### config.mk
export PLATFORM = sky130hd
export DESIGN_NAME = ppm_frame_encoder
export DESIGN_NICKNAME = d
export VERILOG_FILES = /design/src/rtl/ppm_frame_encoder.sv
export SDC_FILE = /design/constraint.sdc
export NUM_CORES = 1
export LEC_CHECK = 0
export ABC_AREA = 1
export CORE_UTILIZATION = 60
export DETAILED_ROUTE_END_ITERATION = 16
export PLACE_DENSITY = 0.81
export SKIP_LAST_GASP = 1
export SYNTH_ARGS = -nofsm -noshare
export SYNTH_HDL_FRONTEND = slang
export SYNTH_SLANG_ARGS = --single-unit
### constraint.sdc
create_clock -name clk -period 3.9 [get_ports clk]
set_input_delay 0.78 -clock clk [delete_from_list [all_inputs] [get_ports clk]]
set_output_delay 0.78 -clock clk [all_outputs]
set_load 0.01 [all_outputs]
### src/rtl/ppm_frame_encoder.sv
// PPM frame encoder: valid/ready channel updates, frame-synchronous apply, registered PPM line.
// Optional failsafe (zero all channels after FAILSAFE_FRAMES idle frames) enabled by PPM_FAILSAFE_EN.

module ppm_ch_reg (
  input  logic       clk,
  input  logic       rst_n,
  input  logic       upd_en,
  input  logic       load_en,
  input  logic       zero_en,
  input  logic [7:0] din,
  output logic [7:0] act
);
  logic [7:0] shadow;

  always_ff @(posedge clk or negedge rst_n) begin
    if (!rst_n) begin
      shadow <= '0;
      act    <= '0;
    end else begin
      if (upd_en) shadow <= din;
      if (load_en)      act <= (shadow > 8'd250) ? 8'd250 : shadow;
      else if (zero_en) act <= '0;
    end
  end
endmodule

module ppm_frame_encoder #(
  parameter int TICK_DIV        = 50,
  parameter int NUM_CH          = 4,
  parameter int MARK_US         = 300,
  parameter int FRAME_US        = 20000,
  parameter int FAILSAFE_FRAMES = 50
) (
  input  logic                clk,
  input  logic                rst_n,
  input  logic                upd_valid,
  input  logic [8*NUM_CH-1:0] upd_data,
  output logic                upd_ready,
  output logic                ppm_out,
  output logic                frame_start,
  output logic                failsafe
);
  localparam int US_W = $clog2(FRAME_US + 1);
  localparam int PW   = (TICK_DIV > 1) ? $clog2(TICK_DIV) : 1;
  localparam int CW   = (NUM_CH > 1) ? $clog2(NUM_CH) : 1;

  typedef enum logic [1:0] {S_MARK, S_SPACE, S_SYNC_MARK, S_SYNC_SPACE} state_t;

  state_t                   state, state_nxt;
  logic [CW-1:0]            ch, ch_nxt;
  logic                     armed;
  logic [PW-1:0]            pre;
  logic [US_W-1:0]          slot_us, frame_us;
  logic                     pending;
  logic [NUM_CH-1:0][7:0]   act;
  logic                     acc, load_en, zero_en;
  logic                     tick, fs_now, mark_end, slot_end;
  logic [10:0]              slot_len;
  logic                     ppm_d;

  assign upd_ready = !pending;
  assign acc       = upd_valid && !pending;
  assign load_en   = frame_start && pending;

  for (genvar g = 0; g < NUM_CH; g++) begin : g_ch
    ppm_ch_reg u_ch (
      .clk     (clk),
      .rst_n   (rst_n),
      .upd_en  (acc),
      .load_en (load_en),
      .zero_en (zero_en),
      .din     (upd_data[8*g +: 8]),
      .act     (act[g])
    );
  end

  assign slot_len = 11'd1000 + {1'b0, act[ch], 2'b00};
  assign tick     = (pre == PW'(TICK_DIV - 1));
  assign mark_end = tick && (slot_us == US_W'(MARK_US - 1));
  assign slot_end = tick && (slot_us == US_W'(slot_len - 11'd1));
  // armed is low only for the first cycle out of reset, which starts frame 0
  assign fs_now   = !armed ||
                    (state == S_SYNC_SPACE && tick && frame_us == US_W'(FRAME_US - 1));

  always_ff @(posedge clk or negedge rst_n) begin
    if (!rst_n) begin
      state <= S_MARK;
      ch    <= '0;
      armed <= 1'b0;
    end else begin
      state <= state_nxt;
      ch    <= ch_nxt;
      armed <= 1'b1;
    end
  end

  always_comb begin
    state_nxt = state;
    ch_nxt    = ch;
    if (fs_now) begin
      state_nxt = S_MARK;
      ch_nxt    = '0;
    end else begin
      case (state)
        S_MARK:      if (mark_end) state_nxt = S_SPACE;
        S_SPACE:     if (slot_end) begin
                       if (ch == CW'(NUM_CH - 1)) state_nxt = S_SYNC_MARK;
                       else begin
                         state_nxt = S_MARK;
                         ch_nxt    = ch + 1'b1;
                       end
                     end
        S_SYNC_MARK: if (mark_end) state_nxt = S_SYNC_SPACE;
        default:     state_nxt = state;
      endcase
    end
  end

  always_comb begin
    ppm_d = !(state_nxt == S_MARK || state_nxt == S_SYNC_MARK);
  end

  always_ff @(posedge clk or negedge rst_n) begin
    if (!rst_n) begin
      ppm_out     <= 1'b1;
      frame_start <= 1'b0;
    end else begin
      ppm_out     <= ppm_d;
      frame_start <= fs_now;
    end
  end

  // Slot counter spans mark+space of one slot; frame counter spans the whole frame
  always_ff @(posedge clk or negedge rst_n) begin
    if (!rst_n) begin
      pre      <= '0;
      slot_us  <= '0;
      frame_us <= '0;
    end else if (fs_now) begin
      pre      <= '0;
      slot_us  <= '0;
      frame_us <= '0;
    end else begin
      pre <= tick ? '0 : pre + 1'b1;
      if (tick) begin
        frame_us <= frame_us + 1'b1;
        slot_us  <= (state == S_SPACE && slot_end) ? '0 : slot_us + 1'b1;
      end
    end
  end

  always_ff @(posedge clk or negedge rst_n) begin
    if (!rst_n)           pending <= 1'b0;
    else if (acc)         pending <= 1'b1;
    else if (frame_start) pending <= 1'b0;
  end

`ifdef PPM_FAILSAFE_EN
  localparam int FW = $clog2(FAILSAFE_FRAMES + 1);
  logic [FW-1:0] fcnt;
  logic          fs_q;

  assign failsafe = fs_q;
  assign zero_en  = frame_start && !acc && !pending && !fs_q &&
                    (fcnt >= FW'(FAILSAFE_FRAMES - 1));

  always_ff @(posedge clk or negedge rst_n) begin
    if (!rst_n) begin
      fcnt <= '0;
      fs_q <= 1'b0;
    end else if (acc) begin
      fcnt <= '0;
      fs_q <= 1'b0;
    end else if (frame_start && !fs_q) begin
      fcnt <= fcnt + 1'b1;
      if (zero_en) fs_q <= 1'b1;
    end
  end
`else
  assign failsafe = 1'b0;
  assign zero_en  = 1'b0;
`endif

endmodule

**After elaboration in Yosys (flattened, before gate mapping)**

Cells that the tools add are included.

- Output and inout port bits: 4
- Register bits: 108
- Word-level logic and storage cells: 82
- Bits of input ports: 35

- Multiplexer cells: 25
- $lt $le $gt $ge: 5
- Add/subtract/negate cells: 6
- Reduce and logical (&&, ||, !) cells: 19
- Equality and inequality tests: 10

Operator list:

| kind | count |
|---|---|
| 15-bit 2-to-1 mux | 5 |
| 8-bit 2-to-1 mux | 5 |
| 8-bit > comparator, second input constant | 4 |
| 15-bit by 1-bit adder with 15-bit output, second input constant | 2 |
| 2-bit 2-to-1 mux | 9 |
| 8-bit binary-select mux with 2-bit select | 1 |
| 15-bit == test | 1 |
| 15-bit == test, second input constant | 1 |
| 15-bit by 9-bit == test with 1-bit output, second input constant | 1 |
| 6-bit 2-to-1 mux | 2 |
| 11-bit by 1-bit subtractor with 12-bit output, second input constant | 1 |
| 10-bit by 10-bit adder with 11-bit output, first input constant | 1 |
| 2-bit == test, second input constant | 4 |
| 2-bit nonzero test | 4 |
| 1-bit logical AND | 7 |
| 6-bit by 1-bit adder with 6-bit output, second input constant | 1 |
| 6-bit == test, second input constant | 1 |
| 2-bit case mux with 3 select lines | 1 |
| 2-bit zero test | 2 |
| 1-bit zero test | 3 |
| 2-bit by 3-bit < comparator with 1-bit output, second input constant | 1 |
| 3-bit AND reduction | 1 |
| 2-bit by 1-bit adder with 2-bit output, second input constant | 1 |
| 2-bit by 1-bit == test with 1-bit output, second input constant | 1 |
| 3 further kinds | 5 |

**Depth between registers and ports, before layout**

Gate-level depths: netlist of the first run.

- Word-level depth: 12
- Depth in mapped cells: 21
- Mapped depth without buffers: 20

**Modules after synthesis**

Synthesis of the first run repeated with hierarchy kept, for this count alone.

- Cells, all modules: 683
- Area, all modules: 5649.2 um^2

Modules (own cells, without submodules):

| module | cells each | instances | area an instance (um^2) | sequential area each (um^2) |
|---|---|---|---|---|
| ppm_frame_encoder | 411 | 1 | 3041.7 | 1102.3 |
| ppm_ch_reg | 68 | 4 | 651.9 | 400.4 |

**Least setup slack after synthesis of the first run**

No wires, ideal clock.

- Kind: flip-flop to flip-flop
- From: register ch[0]
- To: register slot_us[0]
- Setup slack: 1.679 ns
- Buffers on the path: 2
- Arrival time: 2.092 ns
- Data required time: 3.771 ns
- Library setup time: 0.129 ns
- Cell stages (with the launch flop): 21
- Clock period less this slack: 2.221 ns
- Path through: dfrtp_1 -> buf_6 -> inv_6 -> buf_12 -> nand2_2 -> nand3_2 -> nand2_4 -> ha_1 -> inv_1 -> nand2_1 -> nand2_1 -> nor2_1 -> nand3_1 -> nor2_1 -> nand3_1 -> nor2_1 -> nand3_2 -> inv_2 -> nand2_4 -> nand2_8 -> mux2i_4

- Longest elaborated chain between the ends: 10

Ends and longest elaborated chain:

| element | line | RTL |
|---|---|---|
| from (decl) | 50 | `logic [CW-1:0] ch, ch_nxt;` |
| from (signal assigned) | 92 | `ch <= ch_nxt;` |
| 8-bit binary-select mux with 2-bit select | 77 | `assign slot_len = 11'd1000 + {1'b0, act[ch], 2'b00};` |
| 8-bit 2-to-1 mux (not written as such) | 77 |  |
| 10-bit by 10-bit adder with 11-bit output | 77 |  |
| 11-bit by 1-bit subtractor with 12-bit output | 80 | `assign slot_end = tick && (slot_us == US_W'(slot_len - 11'd1));` |
| 15-bit == test | 80 |  |
| 1-bit logical AND | 80 |  |
| 1-bit logical AND | 147 | `slot_us <= (state == S_SPACE && slot_end) ? '0 : slot_us + 1'b1;` |
| 15-bit 2-to-1 mux | 147 |  |
| 15-bit 2-to-1 mux | 145 | `if (tick) begin` |
| 15-bit 2-to-1 mux | 139 | `end else if (fs_now) begin` |
| to (signal assigned) | 147 |  |
| to (decl) | 53 | `logic [US_W-1:0] slot_us, frame_us;` |

No other way between the ends. The select of a mux whose other input is x is not followed.
A chain may end at the register's enable or synchronous reset.

**Final worst setup path of the first run**

- From: register ch[0]
- To: register slot_us[4]

Same word-level chain as after synthesis.

==> run summary, run 1 <==
===============================================================================
Nets@finish ......................................................          725
Drt initial violations ...........................................          296
TritonCTS clock tree .............................................          yes
Number of port buffers ...........................................           37
Status ........................................................... finished, final reports clean
Flops & latches, synth ...........................................          108
Die Ht ...........................................................     98.18 um
Critical Path End Type ...........................................     register
Root buffer cell .................................................     clkbuf_8
CP Data Arrival Time .............................................      3.07 ns
Number of clock sinks seen by CTS ................................          108
Peak-usage layer in the global routing report ....................         met2
Yosys synthesis warning count ....................................            0
Cell with the largest stage delay on the worst path ..............      dfrtp_1
Critical path class ..............................................   reg -> reg
Number of inserted diodes ........................................            0
Minimum period implied by the final worst setup slack ............     2.828 ns
First-pass GRT wire length .......................................     19.67 mm
Commonest cells in the synthesized netlist ....................... nand2_1 (139), dfrtp_1 (107), inv_1 (75)
CP max FO ........................................................           19
Routed wirelength normalized by instance count ...................     13.85 um
Horizontal extent of the die .....................................     98.18 um
Cell type contributing the most total cell area after synthesis ..      dfrtp_1
Remaining routing DRC violations .................................            0
Final weighted congestion in routability-driven placement ........       0.8451
Cell area after synthesis ........................................ 0.005550 mm2
Delay of the slowest critical-path stage .........................      0.75 ns
Main flop type after synthesis ...................................      dfrtp_1
Met3 track demand over resource in global routing ................       5.154%
Number of nets produced by synthesis .............................          692
Synth top area cells ............................................. dfrtp_1 (48%), nand2_1 (9.4%), inv_1 (5.1%)
Effective utilization at floorplan ...............................       62.73%
Total placed cells including tap cells ...........................          781
Pin count of the biggest net entering global routing .............           76
Worst supply voltage drop on vdd .................................    0.2605 mV
Antenna violations before repair .................................            0
Grt met2 use .....................................................       41.50%
Worst-Margin Slew ................................................    0.9135 ns
Cell class contributing the biggest share of worst-path delay .... simple AND/OR/NAND/NOR gates
Worst hold slack across all endpoints ............................    0.4983 ns
Utilization of the core after routing ............................       69.57%
Total Die Area ................................................... 0.009639 mm2
Via count of the first global-routing pass .......................        4,304
Clock network latency to the later pin of the worst-skew pair ....      0.36 ns
HP Class .........................................................   reg -> reg
Gate count after technology mapping ..............................          651
DP Worst Slack ...................................................     1.113 ns
Total of endpoints with negative setup slack in the final report .            0
Proportion of netlist area held by the largest area contributor ..       48.24%
Async set-or-reset flop fraction in the synthesized netlist ......       100.0%
Worst slew margin relative to its limit ..........................       38.88%
Syn Area/Cell ....................................................    8.526 um2
Post-CTS Hold Buffers ............................................            0
Reg2Reg Setup Slack ..............................................      1.07 ns
CTS max path bufs ................................................            2
Mean number of vias per cell .....................................        5.393
Cell area power density .......................................... 448.4 mW/mm2
Setup Skew .......................................................   0.01216 ns
Final wirelength .................................................     11.02 mm
Final TNS setup ..................................................         0 ns
Clock-pin slew on the worst setup and hold paths .................      0.11 ns
Period utilization ...............................................       72.52%
Lkg Pwr ..........................................................     2.857 nW
Crit-path cells .................................................. inv_6 > nand2_1 > nand3_1 > nand2_1 > inv_1 > ha_1 > inv_1 > nand2_1 > nand2_1 > nor2_1 > nand3_1 > nor2_1 > nand3_1 > nor2_1 > nand3_2 > inv_2 > nand2_4 > nand2_8 > o22ai_2
Post-route insts no fill .........................................          796
Post-DRT Antenna Nets ............................................            0
Total clock buffers created by CTS ...............................            9
Overall track demand over capacity in global routing .............       25.49%
Met1 usage .......................................................       35.13%
Number of buffers and inverters on the critical path .............            4
HPWL after detailed placement ....................................     8.278 mm
Grt total ovfl ...................................................            0
Final hold vios ..................................................            0
Setup bufs post-CTS ..............................................            0
# rows ...........................................................           34
Number of max-slew violations in the final report ................            0
Setup repair after global routing missed its margin ..............           no
Syn-to-layout area delta .........................................       10.91%
Cell seen most often among critical-path stages ..................      nand2_1
Count of TritonRoute iterations in the first routing pass ........            7
Final Worst Setup Slack ..........................................     1.072 ns
Cell with the most instances after synthesis .....................      nand2_1
EDFF count, synth ................................................            0
Data required time at the worst endpoint .........................      4.15 ns
Via count ........................................................        4,293
Yosys cell types .................................................           47
H-tree depth .....................................................            3
Share of synthesized area occupied by flip-flops and latches .....       48.72%
Count of cells resized by post-cts repair ........................            0
IO Count .........................................................           39
Core area ........................................................ 0.008848 mm2
Total of max-cap violations ......................................            0
Maximum clock frequency ..........................................    353.6 MHz
Type of origin of the critical path ..............................     register
Layout cell share with drive strength beyond 1 ...................       14.68%
===============================================================================
[per-stage QoR]
stage	area, um2	total power [W]
4_1_cts	6156	0.002781
3_3_place_gp	5977	0.002113
2_1_floorplan	5550	0.001936
3_5_place_dp	5977	0.002146
6_report	6156	0.002760
5_1_grt	6156	0.002950
[cell families after synthesis]
kind of cell               Yosys count  share of synthesized area (%)
adders and majority gates            6                          1.353
muxes                                8                          1.826
xor gates and xnor gates            15                          2.502
and+or+nand+nor                    308                          26.69
DFF                                108                          48.72
AOI/OAI and AO/OA                   98                          10.73
buffers and inverters              106                          8.048
other                                2                         0.1353
[per-layer routing]
metal,part of all wire [%],wire (um)
met1,47,5221
met2,47,5196
met3,4.1,450
met4,1.4,153
met5,0,0
[state kept, by name (all words and copies together), names as in the netlist]
| name | count |
|---|---|
| pending | 1 |
| ch | 2 |
| g_ch.u_ch.shadow | 32 |
| slot_us | 15 |
| frame_start | 1 |
| pre | 6 |
| frame_us | 15 |
| state | 2 |
| armed | 1 |
| g_ch.u_ch.act | 32 |
| ppm_out | 1 |
[cells in the final DEF, fill, tap and decap left out, types with 8 or more instances in the layout]
| master | n |
|---|---|
| xor2_1 | 12 |
| nand4_1 | 8 |
| dfrtp_1 | 107 |
| inv_2 | 8 |
| clkdlybuf4s50_1 | 36 |
| nand2_2 | 21 |
| nand3_1 | 39 |
| o21ai_0 | 33 |
| nor2_1 | 61 |
| a21oi_1 | 38 |
| nand2_1 | 138 |
| inv_1 | 75 |
| o22ai_2 | 9 |
| nand3_2 | 11 |
| clkbuf_8 | 9 |
[final cells by class]
| class | instances | area, um2 |
|---|---|---|
| Sequential cell | 108 | 2704 |
| Fill cell | 700 | 2693 |
| Multi-Input combinational cell | 437 | 2402 |
| Timing Repair Buffer | 42 | 405.4 |
| Inverter | 86 | 330.3 |
| Tap cell | 108 | 135.1 |
| Clock buffer | 9 | 123.9 |
| Clock inverter | 6 | 55.05 |
[report_power, final]
part           internal, W  switching, W  leakage (nW)
logic             0.000266      0.000427          1.43
registers          0.00131      0.000120          1.34
clock network     0.000243      0.000394        0.0926
[path summary, 6_finish.rpt]
| kind | endpoint | start | depth (start not counted) |
|---|---|---|---|
| worst max-delay path | slot_us[4] | ch[0] | 19 |
| worst max register to register | slot_us[4] | ch[0] | 19 |
| max in group asynchronous | pre[1] | rst_n | 2 |
| worst min register to register | pending | frame_start | 1 |
| min in group asynchronous | g_ch[3].u_ch.shadow[1] | rst_n | 1 |
| worst min-delay path | pending | frame_start | 1 |
No activity file was read; power rests on OpenSTA's default activity.
==> run 2: changes to the inputs <==
CORE_UTILIZATION = 53   (was 60)
PLACE_DENSITY = 0.76   (was 0.81)
clock period = 2.59 ns   (was 3.9 ns; I/O delays follow)
==> run summary, run 2 (same netlist as run 1, synthesis figures left out) <==
===============================================================================
Total Die Area ...................................................  0.01089 mm2   +13%
Pin count of the biggest net entering global routing .............           48   -37%
Registers with the highest flip-flop counts ...................... g_ch.u_ch.act (32), g_ch.u_ch.shadow (32)
Final hold vios ..................................................            0   unchanged
Period utilization ...............................................       89.68%   +17 points
Remaining routing DRC violations .................................            0   unchanged
# rows ...........................................................           36   +5.9%
CP Data Arrival Time .............................................      2.57 ns   -0.50 ns
Clock network latency to the later pin of the worst-skew pair ....      0.36 ns   about the same
Syn-to-layout area delta .........................................       13.53%
Critical Path End Type ...........................................     register
Critical path class ..............................................   reg -> reg
Part of the total power dissipated in combinational logic ........        25.3%   +0.2 points
Final TNS setup ..................................................         0 ns   unchanged
HPWL after detailed placement ....................................     8.514 mm   +2.9%
Number of inserted diodes ........................................            0   unchanged
Overall track demand over capacity in global routing .............       22.40%   -3.1 points
Switching power as a share of total power ........................       32.87%   -1.2 points
Setup Skew .......................................................  0.006014 ns   -0.006149 ns
Die Ht ...........................................................     104.3 um   +6.3%
CP max FO ........................................................           10   -9
Net Sw Power .....................................................   0.001399 W   +49%
Grt total ovfl ...................................................            0   unchanged
IO Count .........................................................           39   unchanged
Final weighted congestion in routability-driven placement ........       0.8831   +4.5%
Final wirelength .................................................     11.42 mm   +3.6%
Number of clock sinks seen by CTS ................................          108   unchanged
Status ........................................................... finished, final reports clean
Maximum clock frequency ..........................................    430.5 MHz   +22%
Total of max-cap violations ......................................            0   unchanged
Data required time at the worst endpoint .........................      2.84 ns   -1.31 ns
Total clock buffers created by CTS ...............................            9   unchanged
Leading cell type in the layout, fill and taps excluded ..........      nand2_1
Worst slew margin relative to its limit ..........................       56.94%   +18 points
Post-CTS Hold Buffers ............................................            0   unchanged
First-pass GRT wire length .......................................     19.72 mm   +0.25%
Worst-Margin Slew ................................................    0.6437 ns   -0.2699 ns
Setup repair after global routing missed its margin ..............           no
Utilization of the core after routing ............................       63.30%   -6.3 points
Cell area power density .......................................... 675.6 mW/mm2   +51%
Number of port buffers ...........................................           37   unchanged
CTS max path bufs ................................................            2   unchanged
Minimum period implied by the final worst setup slack ............     2.323 ns   -0.5053 ns
Post-DRT Antenna Nets ............................................            0   unchanged
Layout cell share with drive strength beyond 1 ...................       16.60%   +1.9 points
TritonCTS clock tree .............................................          yes
Horizontal extent of the die .....................................     104.3 um   +6.3%
H-tree depth .....................................................            3   unchanged
Clock-pin slew on the worst setup and hold paths .................      0.10 ns   about the same
Lkg Pwr ..........................................................     2.919 nW   +2.2%
Antenna violations before repair .................................            0   unchanged
Mean number of vias per cell .....................................        5.210   -3.4%
Via count ........................................................        4,335   +0.98%
Share of power burned in the clock network .......................        24.3%   +1.2 points
Worst supply voltage drop on vdd .................................    0.4321 mV   +66%
Routed wirelength normalized by instance count ...................     13.72 um   -0.89%
Internal portion of total power ..................................   0.002858 W   +57%
Total of endpoints with negative setup slack in the final report .            0   unchanged
Drt initial violations ...........................................          234   -21%
Effective utilization at floorplan ...............................       55.76%   -7.0 points
HP Class .........................................................  in -> async
Nets@finish ......................................................          735   +1.4%
Root buffer cell .................................................     clkbuf_8
Sequential power share ...........................................        50.3%   -1.5 points
Type of origin of the critical path ..............................     register
Highest-count cells in the layout ignoring fill and taps ......... nand2_1 (137), dfrtp_1 (105), inv_1 (74)
Core area ........................................................ 0.009955 mm2   +12%
Count of TritonRoute iterations in the first routing pass ........            5   -2
Via count of the first global-routing pass .......................        4,246   -1.3%
Number of max-slew violations in the final report ................            0   unchanged
===============================================================================
run 2: cell count changes in the layout (fill, tap and decap cells not counted), sizes merged:
cell,before,now
buf,6,16
inv,88,85
clkbuf,9,10
clkinv,4,6
bufinv,0,1
run 2: worst paths after layout:
kind	start	endpoint	slack [ns]	cells after the start
setup / recovery	ch[0]	slot_us[6]	0.27	18
hold / removal	rst_n	g_ch[2].u_ch.shadow[1]	0.09	1
setup reg to reg	ch[0]	slot_us[6]	0.27	18
hold reg to reg	g_ch[1].u_ch.act[7]	g_ch[1].u_ch.act[7]	0.50	2
max in group asynchronous	rst_n	ppm_out	1.86	2
min in group clk	g_ch[1].u_ch.act[7]	g_ch[1].u_ch.act[7]	0.50	2
run 2: final cells by class:
class                   instances  area, um2
repair buffers                 52      493.0
fillers                       839       3654
flip-flops and latches        108       2706
clock inverters                 6      62.56
inverters                      86      330.3
multi-input cells             437       2405
well taps                     133      166.4
clock buffers                  10      137.6
run 2: power groups by stage:
stage               Sequential (W)  Clock [W]  Combinational (W)
global placement           0.00217          0            0.00104
detailed placement         0.00217          0            0.00107
finish                     0.00214    0.00104            0.00108
global route               0.00218    0.00112            0.00122
floorplan                  0.00212          0           0.000794
CTS                        0.00214    0.00107            0.00108
run 2: worst max-delay path, cell delays in order (launching register included):
cell     delay (ns)
dfrtp_2        0.46
inv_6          0.06
nand2_1        0.06
nand3_1        0.08
nand2_2        0.11
inv_2          0.06
ha_1           0.30
nand2_1        0.08
nand2_1        0.05
nor2_1         0.08
nand3_1        0.07
nor2_1         0.10
nand3_1        0.08
nor2_1         0.12
nand3_2        0.12
inv_2          0.10
nand2_4        0.07
nand2_8        0.12
o22ai_2        0.08
run 2: metal layers:
layer | GRT usage (%) | share of wire (%) | vias up
li1 | - | - | 2173
met5 | 0 | 0 | -
met2 | 35.48 | 47 | 96
met1 | 31.56 | 49 | 2058
met3 | 3.947 | 3.7 | 8
met4 | 6.429 | 1.0 | 0
run 2: stage by stage:
stage               total power, W  worst slack (ns)  std cells  area [um2]  hold WS (ns)
finish                    0.004257            0.2672        832        6301       0.09233
global route              0.004518           0.01701        832        6301        0.1055
CTS                       0.004289            0.1480        830        6281       0.09326
detailed placement        0.003245            0.1803        814        6081        0.4758
global placement          0.003203            0.2497        814        6081        0.4703
floorplan                 0.002915            0.3688        651        5550        0.2224
run 2: repair_timing:
action,in CTS,in global routing
endpoints found under the hold margin,0,0
resized for setup,0,4
setup buffers,0,2
setup endpoints to repair,0,14
==> RTL change: new RTL, settings of run 1 <==
`TICK_DIV`: 50 -> 100.
--- a/src/rtl/ppm_frame_encoder.sv
+++ b/src/rtl/ppm_frame_encoder.sv
@@ -25,7 +25,7 @@
 endmodule
 
 module ppm_frame_encoder #(
-  parameter int TICK_DIV        = 50,
+  parameter int TICK_DIV        = 100,
   parameter int NUM_CH          = 4,
   parameter int MARK_US         = 300,
   parameter int FRAME_US        = 20000,
Function: same outputs for any inputs over 10 cycles, from zero or initial values and one cycle with rst_n low; that may be too few to reach the edited logic, so the function may still have changed.
==> RTL change against run 1 <==
  * Routed wire length decreased by 2.2%
  * Critical path depth unchanged
  * First-iteration DRC count decreased by 38%
  * Area after synthesis fell by 0.95%
  * Worst setup slack got worse by 0.12 ns
  * Power shrank 0.90%
  * Final area shrank 0.85%
  * Sequential power barely moved
  * Clock skew up 0.0042 ns
  * Count of clock-buffer cells in the layout is the same
  * Final cell count up 2.4%
  * Sequential cell count grew 1
  * Highest routed layer unchanged
==> RTL change: results (changes against run 1) <==
[cts]
path_clk_slew_ns=0.11  ; about the same
numCtsBuffers=9  ; unchanged

[synth]
syn-num-nets=711  ; +2.7%
ys_types=40  ; -15%
syn_area_um2=5500  ; -0.95%
synthTopCellsByCount=154 x nand2_1, 108 x dfrtp_1, 85 x inv_1, 67 x nor2_1, 53 x nand3_1
ys_warn_count=0  ; unchanged
ys_top_cells_by_area=dfrtp_1 49%, nand2_1 11%, inv_1 5.8%
yosysSeqAreaShare_pct=49.6  ; +0.92 points

[hold_path]
hold_path_class=input port to async pin

[worst_setup_path]
reg2reg_depth=19  ; unchanged
slowest_delay_ns=0.77  ; +0.02 ns
cp_max_fo=20  ; +1
worst_path_dominant_cell_family=simple AND/OR/NAND/NOR gates
r2r_setup_slack_ns=0.95  ; -0.12 ns
cp_data_arrival_time_ns=3.18  ; +0.11 ns

[global_routing]
grt_max_degree=59  ; -22%
grt_pass1_wl_um=19000  ; -3.5%
grt_pass1_vias=4171  ; -3.1%
grt-ovfl-total=0  ; unchanged
grt.total_usage_pct=24.4  ; -1.0 points
antenna_found_initial=0  ; unchanged

[sta]
fin_skew_ns=0.0164  ; +0.00419 ns
tightestPinTransition_ns=0.855  ; -0.0581 ns
hold_slack_ns=0.426  ; -0.0728 ns

[layout]
nets=742  ; +2.3%
layout-drive-gt1-share_pct=9.62  ; -5.1 points
largest_registers=g_ch.u_ch.act: 32 flops, g_ch.u_ch.shadow: 32 flops

[run_status]
status=finished, final reports clean

[drt]
viasPerCell=5.46  ; +1.3%
wl_per_cell_um=13.2  ; -4.5%
dr.first_iter.drc_count=185  ; -38%
drtPass1Iterations=5  ; -2

[power]
vdd_drop_max_mv=0.354  ; +36%
internal-power_mw=1.81  ; -0.76%
leakagePower_nw=2.88  ; +0.75%

[place]
gp_congestion=0.851  ; +0.69%
dp_hpwl_um=7760  ; -6.2%

[RTL change: worst paths after layout]
path                            startpoint                     end
worst max-delay path                 ch[0]              slot_us[0]
worst min-delay path                 rst_n             slot_us[12]
worst max register to register       ch[0]              slot_us[0]
worst min register to register      pre[0]                  pre[0]
max in group asynchronous            rst_n  g_ch[3].u_ch.shadow[4]
min in group clk                    pre[0]                  pre[0]
[RTL change: per-stage QoR]
step	instances	cell area, um2	power (mW)	setup WS, ns
after detailed placement	799	5910	2.09	1.02
after global routing	815	6100	2.91	0.694
after global placement	799	5910	2.06	1.17
final	815	6100	2.74	0.951
after CTS	815	6100	2.75	0.990
after floorplan	671	5500	1.89	1.56
[RTL change: layout make-up]
cell class	instances	area (um2)
sequential	109	2730
fill	725	2700
multi-input combinational	451	2300
timing repair buffer	40	403
inverter	91	347
tap	108	135
clock buffer	9	124
clock inverter	7	66.3
[RTL change: layer usage]
layer	share of wire (%)	global-route usage [%]	vias to the layer above
met4	1.4	6.41	0
met5	0	0	-
met1	46	32.4	2122
li1	-	-	2213
met2	50	41.9	97
met3	2.9	4.10	19
[RTL change: cells by family (layout without fill, tap and decap cells)]
| group | count (synthesis) | after routing | synth area share, % |
|---|---|---|---|
| buf+inv | 111 | 147 | 8.58 |
| flops | 109 | 109 | 49.6 |
| compound gates | 102 | 102 | 11.3 |
| simple gates | 324 | 324 | 26.1 |
| other cells | 2 | 2 | 0.137 |
| xor+xnor | 11 | 11 | 1.75 |
| fa+ha+maj | 5 | 5 | 1.14 |
| mux | 7 | 7 | 1.39 |
[RTL change: power groups by stage]
stage               Sequential, mW  Combinational (mW)  Clock [mW]
finish                        1.43               0.641       0.668
global route                  1.45               0.738       0.719
CTS                           1.43               0.645       0.675
detailed placement            1.45               0.640           0
global placement              1.44               0.614           0
floorplan                     1.41               0.477           0
